<file path="src/rtl/cheat_code_loader.sv">
// cheat_code_loader: turns a 16-bit cheat-file word stream into strobed 129-bit engine codes
// Ports: clk, reset (sync, active-high); load_begin/load_end set framing pulses;
//   in_valid/in_ready/in_data word handshake; engine_clear engine reset;
//   code_out {strobe, flags, addr, compare, replace}; codes_loaded count; busy; overflow (sticky).
// Optional: define CHEAT_ZERO_SKIP_EN to drop all-zero codes as file padding.
module cheat_code_loader #(
    parameter int MAX_CODES    = 32,
    parameter int STROBE_HOLD  = 2,
    parameter int CLEAR_CYCLES = 4
) (
    input  logic                           clk,
    input  logic                           reset,
    input  logic                           load_begin,
    input  logic                           load_end,
    input  logic                           in_valid,
    output logic                           in_ready,
    input  logic [15:0]                    in_data,
    output logic                           engine_clear,
    output logic [128:0]                   code_out,
    output logic [$clog2(MAX_CODES+1)-1:0] codes_loaded,
    output logic                           busy,
    output logic                           overflow
);
    localparam int CW = $clog2(MAX_CODES + 1);
    localparam int HOLD_MAX = CLEAR_CYCLES > STROBE_HOLD ? CLEAR_CYCLES : STROBE_HOLD;
    localparam int TW = $clog2(HOLD_MAX + 1);

    typedef enum logic [2:0] {IDLE, CLEAR, RECV, STROBE_HI, STROBE_LO} state_t;

    state_t        state, state_nxt;
    logic [TW-1:0] timer;
    logic [2:0]    word_cnt;
    logic          full, pending_end, take, last_clear, last_hold, accept, skip;
    logic [15:0]   words [8];
    logic [127:0]  assembled, code_q;

    assign take       = in_valid && in_ready;
    assign last_clear = timer == TW'(CLEAR_CYCLES - 1);
    assign last_hold  = timer == TW'(STROBE_HOLD - 1);
`ifdef CHEAT_ZERO_SKIP_EN
    assign skip = assembled == '0;
`else
    assign skip = 1'b0;
`endif
    // full marks the cycle after the 8th word, when the code is judged and latched
    assign accept = full && !skip && codes_loaded < CW'(MAX_CODES);

    // each 32-bit field is two little-endian words; field 0 lands in the top bits
    always_comb begin
        assembled = '0;
        for (int i = 0; i < 4; i++)
            assembled[127-32*i -: 32] = {words[2*i+1], words[2*i]};
    end

    always_ff @(posedge clk)
        if (take) words[word_cnt] <= in_data;

    always_ff @(posedge clk) begin
        if (reset) begin
            state        <= IDLE;
            timer        <= '0;
            word_cnt     <= '0;
            full         <= 1'b0;
            pending_end  <= 1'b0;
            codes_loaded <= '0;
            overflow     <= 1'b0;
            code_q       <= '0;
        end else begin
            state <= state_nxt;
            timer <= (state_nxt != state || load_begin) ? '0 : timer + 1'b1;
            if (load_begin) begin
                word_cnt     <= '0;
                full         <= 1'b0;
                pending_end  <= 1'b0;
                codes_loaded <= '0;
                overflow     <= 1'b0;
            end else begin
                if (take) begin
                    word_cnt <= word_cnt + 1'b1;
                    full     <= word_cnt == 3'd7;
                end
                if (full) begin
                    full <= 1'b0;
                    if (!skip) code_q <= assembled;
                    if (accept) codes_loaded <= codes_loaded + 1'b1;
                    else if (!skip) overflow <= 1'b1;
                end
                if (load_end && state == RECV && !full) begin
                    word_cnt <= '0;
                    full     <= 1'b0;
                end
                if (load_end && state != IDLE) pending_end <= 1'b1;
                if (state_nxt == IDLE) pending_end <= 1'b0;
            end
        end
    end

    always_comb begin
        state_nxt = state;
        if (load_begin) state_nxt = CLEAR;
        else case (state)
            IDLE:      state_nxt = IDLE;
            CLEAR:     state_nxt = !last_clear ? CLEAR : (pending_end || load_end) ? IDLE : RECV;
            // a complete code is still strobed even if load_end arrives with it
            RECV:      state_nxt = accept ? STROBE_HI : load_end ? IDLE : RECV;
            STROBE_HI: state_nxt = last_hold ? STROBE_LO : STROBE_HI;
            STROBE_LO: state_nxt = !last_hold ? STROBE_LO : (pending_end || load_end) ? IDLE : RECV;
            default:   state_nxt = IDLE;
        endcase
    end

    always_comb begin
        in_ready     = state == RECV && !full;
        engine_clear = state == CLEAR;
        busy         = state != IDLE;
        code_out     = {state == STROBE_HI, code_q};
    end
endmodule

</file>
<file path="config.mk">
export PLATFORM = sky130hd
export DESIGN_NAME = cheat_code_loader
export DESIGN_NICKNAME = d
export VERILOG_FILES = /design/src/rtl/cheat_code_loader.sv
export SDC_FILE = /design/constraint.sdc
export NUM_CORES = 1
export LEC_CHECK = 0
export CORE_AREA = 4 4 180 182
export CTS_CLUSTER_SIZE = 10
export DETAILED_ROUTE_END_ITERATION = 7
export DIE_AREA = 0 0 184 186
export HOLD_SLACK_MARGIN = 0.08
export SLEW_MARGIN = 20
export SYNTH_ARGS = -nofsm -noshare
export SYNTH_HDL_FRONTEND = slang
export SYNTH_SLANG_ARGS = --single-unit
</file>
<file path="constraint.sdc">
create_clock -name clk -period 5.4 [get_ports clk]
set_input_delay 0.54 -clock clk [delete_from_list [all_inputs] [get_ports clk]]
set_output_delay 0.54 -clock clk [all_outputs]
set_load 0.01 [all_outputs]
</file>
==> results of run 1 <==
worst min-delay path: cells and delay by family, from the launching register on:
| family | cells | cell delay (ps) |
|---|---|---|
| compound gates | 1 | 50 |
| flops | 1 | 300 |
| simple gates | 1 | 50 |
logic make-up (layout without fill, tap and decap cells):
| family | count (synthesis) | count (layout) | share of synthesized area (%) |
|---|---|---|---|
| AND/OR/NAND/NOR | 310 | 310 | 13.75 |
| AO/OA/AOI/OAI | 148 | 148 | 8.529 |
| buffers and inverters | 55 | 234 | 2.487 |
| other | 0 | 1 | 0 |
| multiplexers | 1 | 1 | 0.1094 |
| XOR/XNOR | 4 | 4 | 0.3828 |
| flip-flops | 274 | 274 | 73.92 |
| adder cells (fa/ha/maj) | 6 | 6 | 0.8201 |
synthesized netlist by cell type, types with 2 or more instances:
cell	number
nor2_1	22
a211oi_1	4
nor2b_1	4
nand4_1	2
nand2b_1	5
nand2_1	261
buf_1	4
edfxtp_1	128
o21ai_1	2
a21oi_1	131
inv_1	6
ha_1	6
nand3_1	2
nor3_1	3
clkbuf_1	40
a22oi_1	4
xor2_1	3
buf_6	2
nor3b_2	2
dfxtp_1	146
cell type report:
type,count,area share [%]
clock buffer,57,8.058
multi-input combinational,469,18.14
sequential,274,55.66
antenna,1,0.02058
inverter,7,0.2264
timing repair buffer,167,13.67
tap,396,4.075
clock inverter,3,0.1544
power breakdown:
group,internal [mW],switching [mW],leakage (nW)
clock network,1.23,0.816,0.481
logic,0.0194,0.0562,1.04
registers,2.17,0.00201,2.33
total,3.42,0.874,3.85
state kept, by name, summed over array words and instances, names as in the netlist:
signal / count
overflow: 1
code_out: 128
pending_end: 1
word_cnt: 3
full: 1
timer: 3
codes_loaded: 6
state: 3
words: 128
cell usage in the layout, fill, tap and decap left out, types with 4 or more instances in the layout:
cell type,netlist,final
a211oi_1,4,4
inv_1,6,6
buf_4,1,8
edfxtp_1,128,128
clkdlybuf4s50_1,0,158
dfxtp_1,146,146
clkbuf_1,40,21
a22oi_1,4,4
nand2b_1,5,4
nor2_2,0,5
nor2_1,22,16
clkbuf_16,0,36
a21oi_1,131,131
nand2_1,261,261
ha_1,6,6
layer usage:
metal / vias to the layer above / track usage, %
met5: - / 0
met2: 194 / 23.24
met1: 2939 / 19.62
met4: 0 / 3.372
met3: 36 / 3.459
li1: 3014 / -
worst min-delay path by stage:
stage	start	endpoint	slack, ps
2_1_floorplan	timer[0]	timer[0]	430
3_3_place_gp	code_out[100]	code_out[100]	440
3_5_place_dp	code_out[72]	code_out[72]	450
4_1_cts	code_out[72]	code_out[72]	450
5_1_grt	code_out[27]	code_out[27]	470
6_report	code_out[72]	code_out[72]	450
through the flow:
step / cells / power, mW / utilization (%) / worst slack [ps] / area [um2]
2_1_floorplan: 798 / 2.241 / - / 2660 / 9154
3_3_place_gp: 1312 / 2.297 / 36.39 / 2495 / 11130
3_5_place_dp: 1312 / 2.298 / 36.39 / 2417 / 11130
4_1_cts: 1372 / 4.356 / 39.66 / 2585 / 12130
5_1_grt: 1373 / 4.465 / 39.74 / 2480 / 12160
6_report: 1374 / 4.299 / 39.75 / 2596 / 12160
==> summary.md, run 1 <==
| Metric | Value |
|---|---|
| Max cap viols | `0` |
| WHS Path Cells | `2` |
| Initial antenna violation count | `0` |
| Total track usage | `about 14%` |
| Detailed placement HPWL | `between 15000 and 20000 um` |
| Metal3 WL | `roughly 1700 um` |
| YS warnings | `0` |
| Post-synth ARST share | `0%` |
| Reg2Reg Capture Point | `words[4][7]` |
| Status | `complete, no violations` |
| Final hold viol count | `0` |
| Worst flop-to-flop path startpoint | `state[1]` |
| CTS Buf Count | `34` |
| Yosys cell types | `41` |
| WL met1 | `between 10000 and 15000 um` |
| Post-route ant nets | `0` |
| Vias/cell | `approximately 4.5` |
| Initial DRT Pass Iterations | `4` |
| WP data arrival | `between 2000 and 2500 ps` |
| Worst min path class | `register to register` |
| P_leak | `between 3 and 4 nW` |
| Clock transition at path regs | `approximately 60 ps` |
| Power density over the cells | `roughly 350 mW/mm2` |
| Worst skew pair latency | `500 ps` |
| GRT Residual Overflow | `0` |
| First-pass GRT wire length | `37370 um` |
| R2r setup slk | `2610 ps` |
| Max Used Layer | `met4` |
| CTS max path bufs | `3` |
| RePlAce Congestion | `~0.75` |
| Multi-input gate area | `approximately 0.0022 mm2` |
| PostCTS Resize Cnt | `0` |
| Worst-path cell chain | `or4b_4, clkinv_2, clkdlybuf4s50_1` |
| Final nets | `between 900 and 1000` |
| Synth top area cells | `edfxtp_1, dfxtp_1, nand2_1` |
| WHS | `about 450 ps` |
| Maximum VDD drop | `approximately 0.15 mV` |
| Iter 0 DRT Violations | `roughly 400` |
| Cell family with most CP delay | `buffers and inverters` |
| Die width | `around 180 um` |
| Starting Density | `roughly 30%` |
| Routed WL | `between 20000 and 30000 um` |
| Finish-stage setup viols | `0` |
| IO Port Bufs | `159` |
| Synth-to-layout area growth | `32.82%` |
| Yosys top cell by area | `edfxtp_1` |
| # Post-CTS Setup Buffers | `0` |
| Register area share after synthesis | `about three quarters` |
| Root Buffer | `clkbuf_16` |
| # fillers | `a little under 3000` |
| Met2 WL | `11740 um` |
| CP Launch Type | `register` |
| DRC violations left | `0` |
| CTS sink cnt | `approximately 270` |
| Worst Path Buf+Inv | `2` |
| Placement row count | `64` |
| Min cycle time layout | `2804 ps` |
| Setup TNS | `0 ps` |
| CP Class | `register to output pin` |
| Max Fclk | `0.3567 GHz` |
| WL per Instance | `between 15 and 20 um` |
| # H-tree levels | `2` |
| Critical Path Stages | `3` |
| Synth top area share | `a little over two fifths` |
| Setup crit end | `in_ready` |
| R2R cell count | `6` |
| Syn_nets | `slightly above 800` |
| FF/Latch Area | `around 0.0068 mm2` |
| Ratio of final minimum period to clock period | `about half` |
| Die Y-Extent | `around 190 um` |
| Max Fanout on Critical Path | `14` |
| Mapped Area | `a little over 0.009 mm2` |
| Syn avg cell area | `between 10 and 15 um2` |
| Primary FF master, synth | `dfxtp_1` |
| Via count | `6183` |
| CP max-delay cell | `dfxtp_1` |
| Largest net degree at the start of global routing | `between 90 and 100` |
| Post-CTS Hold Buffers | `0` |
| CTS tree | `yes` |
| Measured slew at the worst slew-check pin | `about 970 ps` |
| Worst EP required | `a little under 5000 ps` |
| Core area | `about 0.031 mm2` |
| Die ar. | `0.03422 mm2` |
| Post-synth EDFFs | `128` |
| CP endpoint kind | `output pin` |
| Synthesized instance count | `798` |
| RSZ-0062 raised after global routing | `no` |
| Slew Limit Fails | `0` |
| Worst Setup SP | `state[1]` |
| Yosys reg bits | `274` |
| Share of cells above drive strength 1 | `under 10%` |
| I/O pin total | `between 150 and 200` |
| Worst slew margin | `approximately a third` |
| Worst clock skew | `roughly 14 ps` |
| Vias in the first global route | `between 5000 and 6000` |
| Max incr delay on CP | `between 500 and 600 ps` |
Note: power is estimated with default switching activity, not from simulation.
==> inputs of run 2 (changes only) <==
==> constraint.sdc (replaced) <==
create_clock -name clk -period 2.5 [get_ports clk]
set_input_delay 0.25 -clock clk [delete_from_list [all_inputs] [get_ports clk]]
set_output_delay 0.25 -clock clk [all_outputs]
set_load 0.01 [all_outputs]
==> run 2 against run 1 <==
Against the previous run: clock-buffer cell count decreased by 2; sequential share of layout area decreased by 0.13 points; die area unchanged; utilization increased by 0.090 points; wire length decreased by 0.38%; cell area increased by 0.23%; combinational power increased by 120%; power increased by 110%; setup slack got worse by 2300 ps; first-iteration DRC count increased by 21%; highest routed layer unchanged.
==> summary.md, run 2 (synthesis gave the netlist of run 1 again) <==
| Metric | Value |
|---|---|
| Worst EP required | `2250 ps` |
| Maximum VDD drop | `about 0.57 mV` |
| Clock transition at path regs | `approximately 60 ps` |
| CTS Buf Count | `31` |
| Die Y-Extent | `186 um` |
| CTS max path bufs | `3` |
| WL per Instance | `approximately 18 um` |
| Most common cell after layout, fill and taps aside | `nand2_1` |
| Fin util | `around two fifths` |
| # fillers | `approximately 3000` |
| P_leak | `between 3 and 4 nW` |
| CP endpoint kind | `output pin` |
| Die width | `184 um` |
| Max Fanout on Critical Path | `13` |
| Min cycle time layout | `about 2200 ps` |
| Setup TNS | `0 ps` |
| Total track usage | `~14%` |
| IO Port Bufs | `roughly 160` |
| Iter 0 DRT Violations | `~500` |
| Placed cell area | `0.01128 mm2` |
| Post-Layout Cell Count | `around 1400` |
| Worst slew margin | `46.97%` |
| # Post-CTS Setup Buffers | `0` |
| Final hold viol count | `0` |
| Core area | `about 0.031 mm2` |
| Initial DRT Pass Iterations | `5` |
| Finish-stage setup viols | `0` |
| Initial antenna violation count | `0` |
| Max cap viols | `0` |
| DRC violations left | `0` |
| Vias in the first global route | `~6100` |
| Routed WL | `24970 um` |
| WP data arrival | `approximately 1900 ps` |
| CTS sink cnt | `between 200 and 300` |
| Worst clock skew | `6.348 ps` |
| Tot Pwr | `around 8.9 mW` |
| Measured slew at the worst slew-check pin | `roughly 790 ps` |
| CP Launch Type | `register` |
| WHS | `about 450 ps` |
| CTS tree | `yes` |
| Cell area after layout | `roughly 0.012 mm2` |
| Vias/cell | `around 4.6` |
| Max Fclk | `about 0.46 GHz` |
| First-pass GRT wire length | `around 37000 um` |
| Ant. Diodes | `0` |
| Slew Limit Fails | `0` |
| Share of cells above drive strength 1 | `6.911%` |
| Worst min path class | `register to register` |
| Post-route ant nets | `0` |
| Synth-to-layout area growth | `33.12%` |
| Dpl ws | `363.5 ps` |
| Fin worst setup slack | `329.1 ps` |
| Via count | `roughly 6300` |
| Die ar. | `~0.034 mm2` |
| Final nets | `about 990` |
| Starting Density | `29.92%` |
| GRT Residual Overflow | `0` |
| I/O pin total | `between 150 and 200` |
| Placed Instances | `1323` |
| Ratio of final minimum period to clock period | `approximately 87%` |
| Worst skew pair latency | `~530 ps` |
| Power density over the cells | `between 700 and 800 mW/mm2` |
| Root Buffer | `clkbuf_16` |
| Detailed placement HPWL | `16020 um` |
| Status | `complete, no violations` |
| # H-tree levels | `1` |
| CP Class | `register to output pin` |
| Most frequent cells in the layout | `nand2_1, clkdlybuf4s50_1, dfxtp_1` |
| Largest net degree at the start of global routing | `around 120` |
| RePlAce Congestion | `between 0.7 and 0.8` |
| Placement row count | `between 60 and 70` |
| RSZ-0062 raised after global routing | `no` |
==> run 2: critical path, stage by stage, from the launching register on <==
cell	delay (ps)
dfxtp_1	300
buf_4	170
or3_1	410
clkdlybuf4s50_1	510
==> run 2: where the power goes <==
group	switching, mW	internal (mW)
logic	0.120	0.0454
registers	0.00410	4.69
clock network	1.64	2.41
==> run 2: area by class of cell <==
cell class              count  area, um2  area share, %
clock buffers              55      865.8          7.105
clock inverters             1      30.03         0.2464
inverters                   7      27.53         0.2259
multi-input cells         469       2201          18.06
flip-flops and latches    274       6766          55.53
well taps                 396      495.5          4.066
repair buffers            178       1799          14.77
==> run 2: path summary, 6_finish.rpt <==
| kind | startpoint | end | slack (ps) | cells past startpoint |
|---|---|---|---|---|
| setup reg to reg | state[2] | words[1][4] | 350 | 5 |
| setup / recovery | state[1] | busy | 330 | 3 |
| hold reg to reg | code_out[122] | code_out[122] | 450 | 2 |
| hold / removal | code_out[122] | code_out[122] | 450 | 2 |
==> run 2: repair_timing <==
item / 4_1_cts / 5_1_grt
endpoints found under the setup margin: 0 / 1
hold buffers: 1 / 0
hold endpoints to repair: 10 / 0
resized for setup: 0 / 1
==> run 2: metal layers <==
layer | GRT usage (%) | up-vias | share of wire [%] | routed length (um)
met5 | 0 | - | 0 | 0
met4 | 2.573 | 0 | 1.1 | 274
met3 | 3.479 | 21 | 7.6 | 1897
met2 | 22.92 | 188 | 46 | 11520
met1 | 19.28 | 3037 | 45 | 11280
li1 | - | 3034 | - | -
==> inputs of run 3 (changes only) <==
--- a/config.mk
+++ b/config.mk
@@ -5,11 +5,12 @@
 export SDC_FILE = /design/constraint.sdc
 export NUM_CORES = 1
 export LEC_CHECK = 0
-export CORE_AREA = 4 4 180 182
+export CORE_AREA = 2 2 136 138
 export CTS_CLUSTER_SIZE = 10
 export DETAILED_ROUTE_END_ITERATION = 7
-export DIE_AREA = 0 0 184 186
+export DIE_AREA = 0 0 138 140
 export HOLD_SLACK_MARGIN = 0.08
+export PLACE_DENSITY = 0.78
 export SLEW_MARGIN = 20
 export SYNTH_ARGS = -nofsm -noshare
 export SYNTH_HDL_FRONTEND = slang
==> constraint.sdc (replaced) <==
create_clock -name clk -period 2.35 [get_ports clk]
set_input_delay 0.235 -clock clk [delete_from_list [all_inputs] [get_ports clk]]
set_output_delay 0.235 -clock clk [all_outputs]
set_load 0.01 [all_outputs]
==> run 3 against run 2 <==
Against the previous run: combinational power barely moved; sequential share of layout area up 1.3 points; die area fell by 44%; clock skew is 7.9 ps higher; clock power up 3%; power rose by 4.7%; highest routed layer unchanged; cell area decreased by 2.2%; flip-flop and latch count is the same.
==> summary.md, run 3 (synthesis gave the netlist of run 1 again) <==
| Metric | Value |
|---|---|
| Status | `complete, no violations` |
| Combinational share of power | `1.8%` |
| Worst flop-to-flop path startpoint | `state[0]` |
| Worst Path Buf+Inv | `2` |
| WHS | `between 300 and 400 ps` |
| Vias in the first global route | `between 6000 and 7000` |
| Iter 0 DRT Violations | `approximately 600` |
| RePlAce Congestion | `between 0.8 and 0.9` |
| Worst hold path startpoint | `in_valid` |
| Worst-path cell chain | `or4b_4, clkinv_2, dlygate4sd2_1` |
| WP data arrival | `approximately 1900 ps` |
| R2R cell count | `6` |
| Cell family with most CP delay | `simple AND/OR/NAND/NOR gates` |
| Die Y-Extent | `roughly 140 um` |
| Clock Power Share | `44.7%` |
| Max Fclk | `about 0.47 GHz` |
| Routed WL | `roughly 22000 um` |
| Final nets | `986` |
| First-pass GRT wire length | `33620 um` |
| # H-tree levels | `1` |
| I/O pin total | `between 150 and 200` |
| Root Buffer | `clkbuf_16` |
| WL per Instance | `approximately 18 um` |
| CTS max path bufs | `3` |
| Total track usage | `22.03%` |
| Min cycle time layout | `between 2000 and 2500 ps` |
| Ant. Diodes | `0` |
| Max incr delay on CP | `580 ps` |
| Net Switching | `1.843 mW` |
| Starting Density | `between 50% and 60%` |
| Post-route ant nets | `0` |
| Worst EP required | `roughly 2100 ps` |
| Die width | `between 100 and 150 um` |
| Max Fanout on Critical Path | `10` |
| Core area | `between 0.015 and 0.02 mm2` |
| GRT Residual Overflow | `0` |
| P_leak | `~3.8 nW` |
| Most common cell after layout, fill and taps aside | `nand2_1` |
| Reg2Reg Capture Point | `words[0][14]` |
| CP max-delay cell | `or4b_4` |
| Placed cell area | `0.01104 mm2` |
| Detailed placement HPWL | `~13000 um` |
| Cell-internal power | `between 7 and 8 mW` |
| Sw Ratio | `between 10% and 20%` |
| # Post-CTS Setup Buffers | `0` |
| Placement row count | `49` |
| Ratio of final minimum period to clock period | `slightly above 90%` |
| WHS Path Cells | `3` |
| Seq pwr share | `53.6%` |
| Vias/cell | `between 5 and 6` |
| Final hold viol count | `0` |
| Finish-stage setup viols | `0` |
| Worst clock skew | `14.22 ps` |
| Worst skew pair latency | `approximately 540 ps` |
| Max cap viols | `0` |
| Tot Pwr | `9.329 mW` |
| Most frequent cells in the layout | `nand2_1, clkdlybuf4s50_1, dfxtp_1` |
| Cell area after layout | `~0.012 mm2` |
| CP Class | `register to output pin` |
| Slew Limit Fails | `0` |
| Via count | `roughly 6400` |
| Measured slew at the worst slew-check pin | `between 700 and 800 ps` |
| Share of cells above drive strength 1 | `about 6.5%` |
| Largest net degree at the start of global routing | `82` |
| Initial antenna violation count | `0` |
| Die ar. | `~0.019 mm2` |
| Clock transition at path regs | `around 60 ps` |
| CP endpoint kind | `output pin` |
| IO Port Bufs | `roughly 160` |
| Synth-to-layout area growth | `30.15%` |
| CP Launch Type | `register` |
| WHS Endpoint | `full` |
| Worst slew margin | `52.70%` |
| DRC violations left | `0` |
| R2r setup slk | `270 ps` |
| Maximum VDD drop | `0.6249 mV` |
| RSZ-0062 raised after global routing | `no` |
| CTS sink cnt | `274` |
| Initial DRT Pass Iterations | `5` |
| Worst min path class | `input pin to register` |
| CTS tree | `yes` |
| CTS Buf Count | `31` |
| Power density over the cells | `approximately 780 mW/mm2` |
[run 3: cell count changes in the layout (fill, tap and decap cells not counted), sizes merged]
cell / delta
dlymetal6s2s: -1
clkbuf: -1
bufinv: -1
dlygate4sd2: +1
buf: -2
clkinvlp: +1
[run 3: repair_timing]
action,CTS,global route
hold endpoints to repair,3,0
resized for setup,1,0
hold buffers,1,0
endpoints found under the setup margin,1,0
[run 3: through the flow]
step / std cells / util (%) / worst slack, ps / TNS [ps]
final: 1210 / 67.01 / 201.2 / 0
after global routing: 1210 / 67.01 / 127.3 / 0
after CTS: 1210 / 67.01 / 183.0 / 0
after detailed placement: 1154 / 62.07 / 268.9 / 0
after global placement: 1154 / 62.07 / 312.4 / 0
after floorplan: 798 / - / -112.5 / -6243
[run 3: final cells by class]
cell class | count | area, um2
Clock buffer | 54 | 862.1
Timing Repair Buffer | 176 | 1768
Multi-Input combinational cell | 469 | 2196
Inverter | 7 | 27.53
Clock inverter | 1 | 7.507
Fill cell | 1310 | 5866
Tap cell | 229 | 286.5
Sequential cell | 274 | 6766
[run 3: routing by layer]
layer	GRT usage, %	up-vias	part of all wire, %
met5	0	-	0
met4	7.948	0	2.6
met1	29.15	3046	42
met2	36.50	267	48
li1	-	3029	-
met3	4.410	48	7.7
[run 3: how the worst max path moves through the flow]
stage                   from      endpoint  cells after the start
floorplan           state[0]   words[6][0]                      6
detailed placement  state[0]   words[0][1]                      6
global placement    state[0]   words[6][5]                      6
finish              state[0]      in_ready                      3
CTS                 state[1]          busy                      3
global route        state[0]  engine_clear                      2
[run 3: power by group through the flow]
stage / Combinational (mW) / Clock [mW] / Sequential (mW)
5_1_grt: 0.176 / 4.44 / 4.99
2_1_floorplan: 0.0559 / 0 / 5.09
3_5_place_dp: 0.165 / 0 / 5.10
3_3_place_gp: 0.162 / 0 / 5.10
4_1_cts: 0.165 / 4.23 / 5.00
6_report: 0.165 / 4.17 / 5.00
[run 3: worst reg2reg max path: cells and delay by family, from the launching register on]
family | cells | cell delay [ps]
DFF | 1 | 390
and+or+nand+nor | 4 | 1030
buffers and inverters | 2 | 340
